[config.mk]
export PLATFORM = sky130hd
export DESIGN_NAME = pipeline_hazard_ctrl
export DESIGN_NICKNAME = d
export VERILOG_FILES = /design/src/rtl/pipeline_hazard_ctrl.sv
export SDC_FILE = /design/constraint.sdc
export NUM_CORES = 1
export LEC_CHECK = 0
export ABC_CLOCK_PERIOD_IN_PS = 2500
export CORE_MARGIN = 4
export CORE_UTILIZATION = 44
export CTS_CLUSTER_DIAMETER = 150
export DETAILED_ROUTE_END_ITERATION = 10
export PLACE_DENSITY = 0.77
export SETUP_SLACK_MARGIN = 0.02
export SLEW_MARGIN = 20
export SYNTH_ARGS = -nofsm -noshare
export SYNTH_HDL_FRONTEND = slang
export SYNTH_SLANG_ARGS = --single-unit
[constraint.sdc]
create_clock -name clk -period 2.5 [get_ports clk]
set_input_delay 0.375 -clock clk [delete_from_list [all_inputs] [get_ports clk]]
set_output_delay 0.375 -clock clk [all_outputs]
set_load 0.005 [all_outputs]
[src/rtl/pipeline_hazard_ctrl.sv]
// Stall/flush sequencer for the 5-stage pipeline: load-use, branch/jump squash, mul/div and dmem wait.
// Zero-latency control (outputs combinational from state and inputs); stall_count is registered.
module pipeline_hazard_ctrl #(
    parameter int MDU_CYCLES = 4,
    parameter int CNT_W      = 32
) (
    input  logic             clk,
    input  logic             reset,
    input  logic [4:0]       id_rs_addr,
    input  logic [4:0]       id_rt_addr,
    input  logic             id_uses_rs,
    input  logic             id_uses_rt,
    input  logic             id_jump,
    input  logic             ex_mem_read,
    input  logic [4:0]       ex_rt_addr,
    input  logic             ex_branch_taken,
    input  logic             ex_mdu_start,
    input  logic             mem_access,
    input  logic             mem_ready,
    input  logic             stat_clr,
    output logic             pc_wr_en,
    output logic             if_id_wr_en,
    output logic             if_id_flush,
    output logic             id_ex_wr_en,
    output logic             id_ex_flush,
    output logic             ex_mem_wr_en,
    output logic             ex_mem_flush,
    output logic [1:0]       state,
    output logic [CNT_W-1:0] stall_count
);

    typedef enum logic [1:0] {
        ST_RUN      = 2'd0,
        ST_MDU      = 2'd1,
        ST_MEM_WAIT = 2'd2
    } state_t;

    localparam logic       MDU_EN   = (MDU_CYCLES > 1);
    // The start cycle is spent in RUN, so the MDU state only covers the remaining cycles.
    localparam logic [3:0] CNT_INIT = (MDU_CYCLES > 1) ? 4'(MDU_CYCLES - 2) : 4'd0;

    state_t     state_q, state_d;
    logic [3:0] mdu_cnt_q, mdu_cnt_d;
    logic       freeze, mdu_stall;
    logic       mem_stall, mdu_go, load_use;

    assign mem_stall = mem_access & ~mem_ready;
    assign mdu_go    = MDU_EN & ex_mdu_start;
    assign load_use  = ex_mem_read & (ex_rt_addr != 5'd0) &
                       ((id_uses_rs & (id_rs_addr == ex_rt_addr)) |
                        (id_uses_rt & (id_rt_addr == ex_rt_addr)));

    always_comb begin
        state_d   = ST_RUN;
        mdu_cnt_d = mdu_cnt_q;
        freeze    = 1'b0;
        mdu_stall = 1'b0;
        case (state_q)
            ST_RUN: begin
                if (mem_stall) begin
                    freeze  = 1'b1;
                    state_d = ST_MEM_WAIT;
                end else if (mdu_go) begin
                    mdu_stall = 1'b1;
                    mdu_cnt_d = CNT_INIT;
                    state_d   = ST_MDU;
                end
            end
            ST_MDU: begin
                if (mdu_cnt_q != 4'd0) begin
                    mdu_stall = 1'b1;
                    mdu_cnt_d = mdu_cnt_q - 4'd1;
                    state_d   = ST_MDU;
                end
            end
            ST_MEM_WAIT: begin
                if (!mem_ready) begin
                    freeze  = 1'b1;
                    state_d = ST_MEM_WAIT;
                end else if (mdu_go) begin
                    mdu_stall = 1'b1;
                    mdu_cnt_d = CNT_INIT;
                    state_d   = ST_MDU;
                end
            end
            default: begin
                // Unreachable encoding: behave like RUN for one cycle, then recover.
                freeze    = mem_stall;
                mdu_stall = ~mem_stall & mdu_go;
            end
        endcase
    end

    always_comb begin
        pc_wr_en     = 1'b1;
        if_id_wr_en  = 1'b1;
        if_id_flush  = 1'b0;
        id_ex_wr_en  = 1'b1;
        id_ex_flush  = 1'b0;
        ex_mem_wr_en = 1'b1;
        ex_mem_flush = 1'b0;
        if (!reset) begin
            pc_wr_en     = 1'b0;
            if_id_wr_en  = 1'b0;
            if_id_flush  = 1'b1;
            id_ex_wr_en  = 1'b0;
            id_ex_flush  = 1'b1;
            ex_mem_wr_en = 1'b0;
            ex_mem_flush = 1'b1;
        end else if (freeze) begin
            pc_wr_en     = 1'b0;
            if_id_wr_en  = 1'b0;
            id_ex_wr_en  = 1'b0;
            ex_mem_wr_en = 1'b0;
        end else if (mdu_stall) begin
            pc_wr_en     = 1'b0;
            if_id_wr_en  = 1'b0;
            id_ex_wr_en  = 1'b0;
            ex_mem_flush = 1'b1;
        end else if (ex_branch_taken) begin
            if_id_flush  = 1'b1;
            id_ex_flush  = 1'b1;
        end else if (load_use) begin
            pc_wr_en     = 1'b0;
            if_id_wr_en  = 1'b0;
            id_ex_flush  = 1'b1;
        end else if (id_jump) begin
            if_id_flush  = 1'b1;
        end
    end

    always_ff @(posedge clk or negedge reset) begin
        if (!reset) begin
            state_q     <= ST_RUN;
            mdu_cnt_q   <= 4'd0;
            stall_count <= '0;
        end else begin
            state_q   <= state_d;
            mdu_cnt_q <= mdu_cnt_d;
            if (stat_clr)
                stall_count <= '0;
            else if (!pc_wr_en && (stall_count != {CNT_W{1'b1}}))
                stall_count <= stall_count + 1'b1;
        end
    end

    assign state = state_q;

endmodule
==> flow_metrics.env <==
export IMPL_synth_compound_area_share=0.194
export IMPL_critical_path_endpoint="pc_wr_en"
export IMPL_vdd_ir_drop_max_mv=0.486
export IMPL_async_flop_share=1.00
export IMPL_swShare=0.341
export IMPL_drc=0
export IMPL_critPathCaptureType="output pin"
export IMPL_netlist_instances=282
export IMPL_synth_top_family_by_area="simple AND/OR/NAND/NOR gates"
export IMPL_cp_depth=8
export IMPL_crit_chain="inv_2 -> ha_4 -> or3b_4 -> a32o_2 -> a311oi_2 -> buf_4 -> a21boi_4 -> buf_2"
export IMPL_grt_pass1_vias=2390
export IMPL_cts_sinks=38
export IMPL_dr_first_iter_drc_count=119
export IMPL_synth_edf_count=0
export IMPL_critPathTopFamily="compound AO/OA/AOI/OAI gates"
export IMPL_synthSimpleGateAreaFrac=0.269
export IMPL_regToRegStartpoint="mdu_cnt_q[1]"
export IMPL_nets=404
export IMPL_post_dp_hpwl_um=5020
export IMPL_synth_seq_cells=38
export IMPL_p_leak_nw=1.43
export IMPL_critPathLaunch="mdu_cnt_q[1]"
export IMPL_worst_slew_pin_slew_ps=636
export IMPL_cpPeakStageDelay_ps=390
export IMPL_grt_pass1_wl_um=11100
export IMPL_layout_common_cells="clkdlybuf4s50_1 (58), dfrtp_1 (38), buf_4 (33)"
export IMPL_fin_crit_sh=1.05
export IMPL_first_pass_iters=4
export IMPL_post_dp_cell_area_um2=3390
export IMPL_io_pins=67
export IMPL_crit_type="flip-flop to output pin"
export IMPL_finalHoldViolations=0
export IMPL_grt_max_degree=42
export IMPL_synth_nets=314
export IMPL_synth_seq_area_share=0.376
export IMPL_avgSynthCellArea_um2=8.96
export IMPL_rows=27
export IMPL_p_sw_uw=722
export IMPL_core_region_area_um2=5540
export IMPL_cts_root_buffer="clkbuf_8"
export IMPL_start_util=0.456
export IMPL_clk_transition_reported_paths_ps=80
export IMPL_fin_area_um2=3600
export IMPL_cts_tree="done"
export IMPL_synth_xor_area_share=0.0347
export IMPL_vias=2538
export IMPL_grt_total_usage=0.187
export IMPL_drive_above_1_share=0.212
export IMPL_worst_r2r_setup_slack_ps=-100
export IMPL_antenna_found_initial=0
export IMPL_power_density_nw_per_um2=587
export IMPL_ys_types=44
export IMPL_insertion_delay_ps=290
export IMPL_routed_wl_um=7000
export IMPL_crit_fanout=3
export IMPL_p_int_mw=1.39
export IMPL_finalSetupTns_ps=-937
export IMPL_rsz0062_at_grt="yes"
export IMPL_routed_via_density=5.70
export IMPL_cts_path_max_buffers=2
export IMPL_layout_commonest_cell="clkdlybuf4s50_1"
export IMPL_die_w_um=83.8
export IMPL_overflow=0
export IMPL_port_buffers=66
export IMPL_syn_to_final_growth_pct=42.6
export IMPL_wl_per_cell_um=15.7
export IMPL_max_cap_violations=0
export IMPL_dieArea_um2=7020
export IMPL_fmax_mhz=380
export IMPL_violations="negative setup slack"
export IMPL_setup_viol=24
export IMPL_synthMuxAreaShare=0.0381
export IMPL_fin_crit_ps=2630
export IMPL_slew_headroom=0.575
export IMPL_fin_cells=445
export IMPL_hold_buffers=0
export IMPL_setup_slack_ps=-131
export IMPL_yosysWarnings=0
export IMPL_seqPwrFrac=0.336
export IMPL_crit_buf_inv=3
export IMPL_status="complete, but fails checks"
export IMPL_place_gp_congestion=0.842
export IMPL_r2r_cells=11
export IMPL_hold_ws_ps=223
export IMPL_startpoint_type="flip-flop"
export IMPL_postRouteAntennaNets=0
export IMPL_synth_fa_ha_area_frac=0.0297
export IMPL_arrival_ps=2260
export IMPL_worst_path_max_delay_cell="dfrtp_1"
export IMPL_die_h_um=83.8
export IMPL_cts_made_buffers=5
export IMPL_drv_slew=0
export IMPL_pwr_share_clk=0.210
export IMPL_cts_max_level=2
export IMPL_place_inst=432
export IMPL_hp_class="primary input to asynchronous set/reset pin"
export IMPL_fin_skew_ps=12.6
export IMPL_syn_area_um2=2530
export IMPL_crit_reg2reg_capture="stall_count[1]"
export IMPL_required_ps=2120
export IMPL_synth_ff_type="dfrtp_1"
export IMPL_antennaDiodeCount=0
export IMPL_comb_power_share=0.454
==> synthesized netlist by cell type, types with 3 or more instances <==
library cell | instances | area share
a21oi_1 | 29 | 0.057
a31oi_1 | 3 | 0.0074
and3_1 | 10 | 0.025
buf_2 | 4 | 0.0079
buf_6 | 4 | 0.018
clkbuf_1 | 7 | 0.010
dfrtp_1 | 38 | 0.38
ha_1 | 6 | 0.030
inv_1 | 9 | 0.013
mux2_4 | 5 | 0.030
nand2_1 | 18 | 0.027
nand3_1 | 13 | 0.026
nand4_1 | 7 | 0.017
nor2_1 | 16 | 0.024
nor2b_1 | 5 | 0.012
nor3_1 | 4 | 0.0079
nor4_1 | 3 | 0.0074
o21ai_0 | 10 | 0.020
o31ai_1 | 23 | 0.068
or3_1 | 6 | 0.015
or4_1 | 24 | 0.071
xnor2_1 | 10 | 0.035
==> worst register-to-register path, cell delays in order (launching register included) <==
cell and delay, ps:
dfrtp_1 390, inv_2 90, ha_4 140, or3b_4 370, a32o_2 250, a311oi_2 220
buf_4 150, a21boi_4 210, buf_6 200, buf_4 190, nor3b_1 60, o21ba_2 210
==> metal layers <==
layer / up-vias / track usage / part of all wire
met5: - / 0 / 0
met4: 0 / 0.0424 / 0.0061
met3: 6 / 0.0385 / 0.045
met2: 62 / 0.327 / 0.51
met1: 1224 / 0.238 / 0.44
li1: 1246 / - / -
==> worst min path at each step <==
| stage | endpoint | start | cells past startpoint | slack, ps |
|---|---|---|---|---|
| 6_report | stall_count[31] | reset | 2 | 220 |
| 5_1_grt | stall_count[30] | reset | 2 | 270 |
| 4_1_cts | stall_count[22] | reset | 2 | 220 |
| 3_5_place_dp | mdu_cnt_q[0] | mdu_cnt_q[0] | 2 | 500 |
| 3_3_place_gp | mdu_cnt_q[0] | mdu_cnt_q[0] | 2 | 490 |
| 2_1_floorplan | mdu_cnt_q[0] | reset | 0 | 80 |
==> kinds of logic (layout without fill, tap and decap cells) <==
logic type                 Yosys count  after routing
AOI/OAI and AO/OA                   76             76
xor gates and xnor gates            10             10
adders and majority gates            6              6
buffers and inverters               27            118
DFF                                 38             38
muxes                                7              7
and+or+nand+nor                    118            118
==> flip-flops by register name (all words and copies together) (netlist names) <==
name         cells
mdu_cnt_q        4
state            2
stall_count     32
==> power by group through the flow <==
| stage | logic, mW | registers (mW) | clock network (mW) |
|---|---|---|---|
| after floorplan | 0.452 | 0.724 | 0 |
| after detailed placement | 0.836 | 0.719 | 0 |
| after global routing | 1.06 | 0.720 | 0.487 |
| after global placement | 0.812 | 0.719 | 0 |
| final | 0.961 | 0.711 | 0.443 |
| after CTS | 0.869 | 0.711 | 0.455 |
==> per-stage QoR <==
step           power, mW   util  worst slack, ps
3_3_place_gp        1.53  0.612             -307
3_5_place_dp        1.55  0.612             -432
4_1_cts             2.04  0.635             -192
5_1_grt             2.26  0.650             -236
2_1_floorplan       1.18      -             62.4
6_report            2.12  0.650             -131
==> cell type report <==
type	instances	area (µm²)
Clock buffer	6	82.6
Clock inverter	2	12.5
Fill cell	453	1940
Inverter	9	33.8
Multi-Input combinational cell	217	1520
Sequential cell	38	951
Tap cell	72	90.1
Timing Repair Buffer	101	910
==> repair_timing <==
item	4_1_cts	5_1_grt
pin swaps	4	4
buffers inserted	3	3
resized for setup	34	15
cloned	0	0
setup endpoints to repair	35	39
Power figures use the tool's default switching activity.
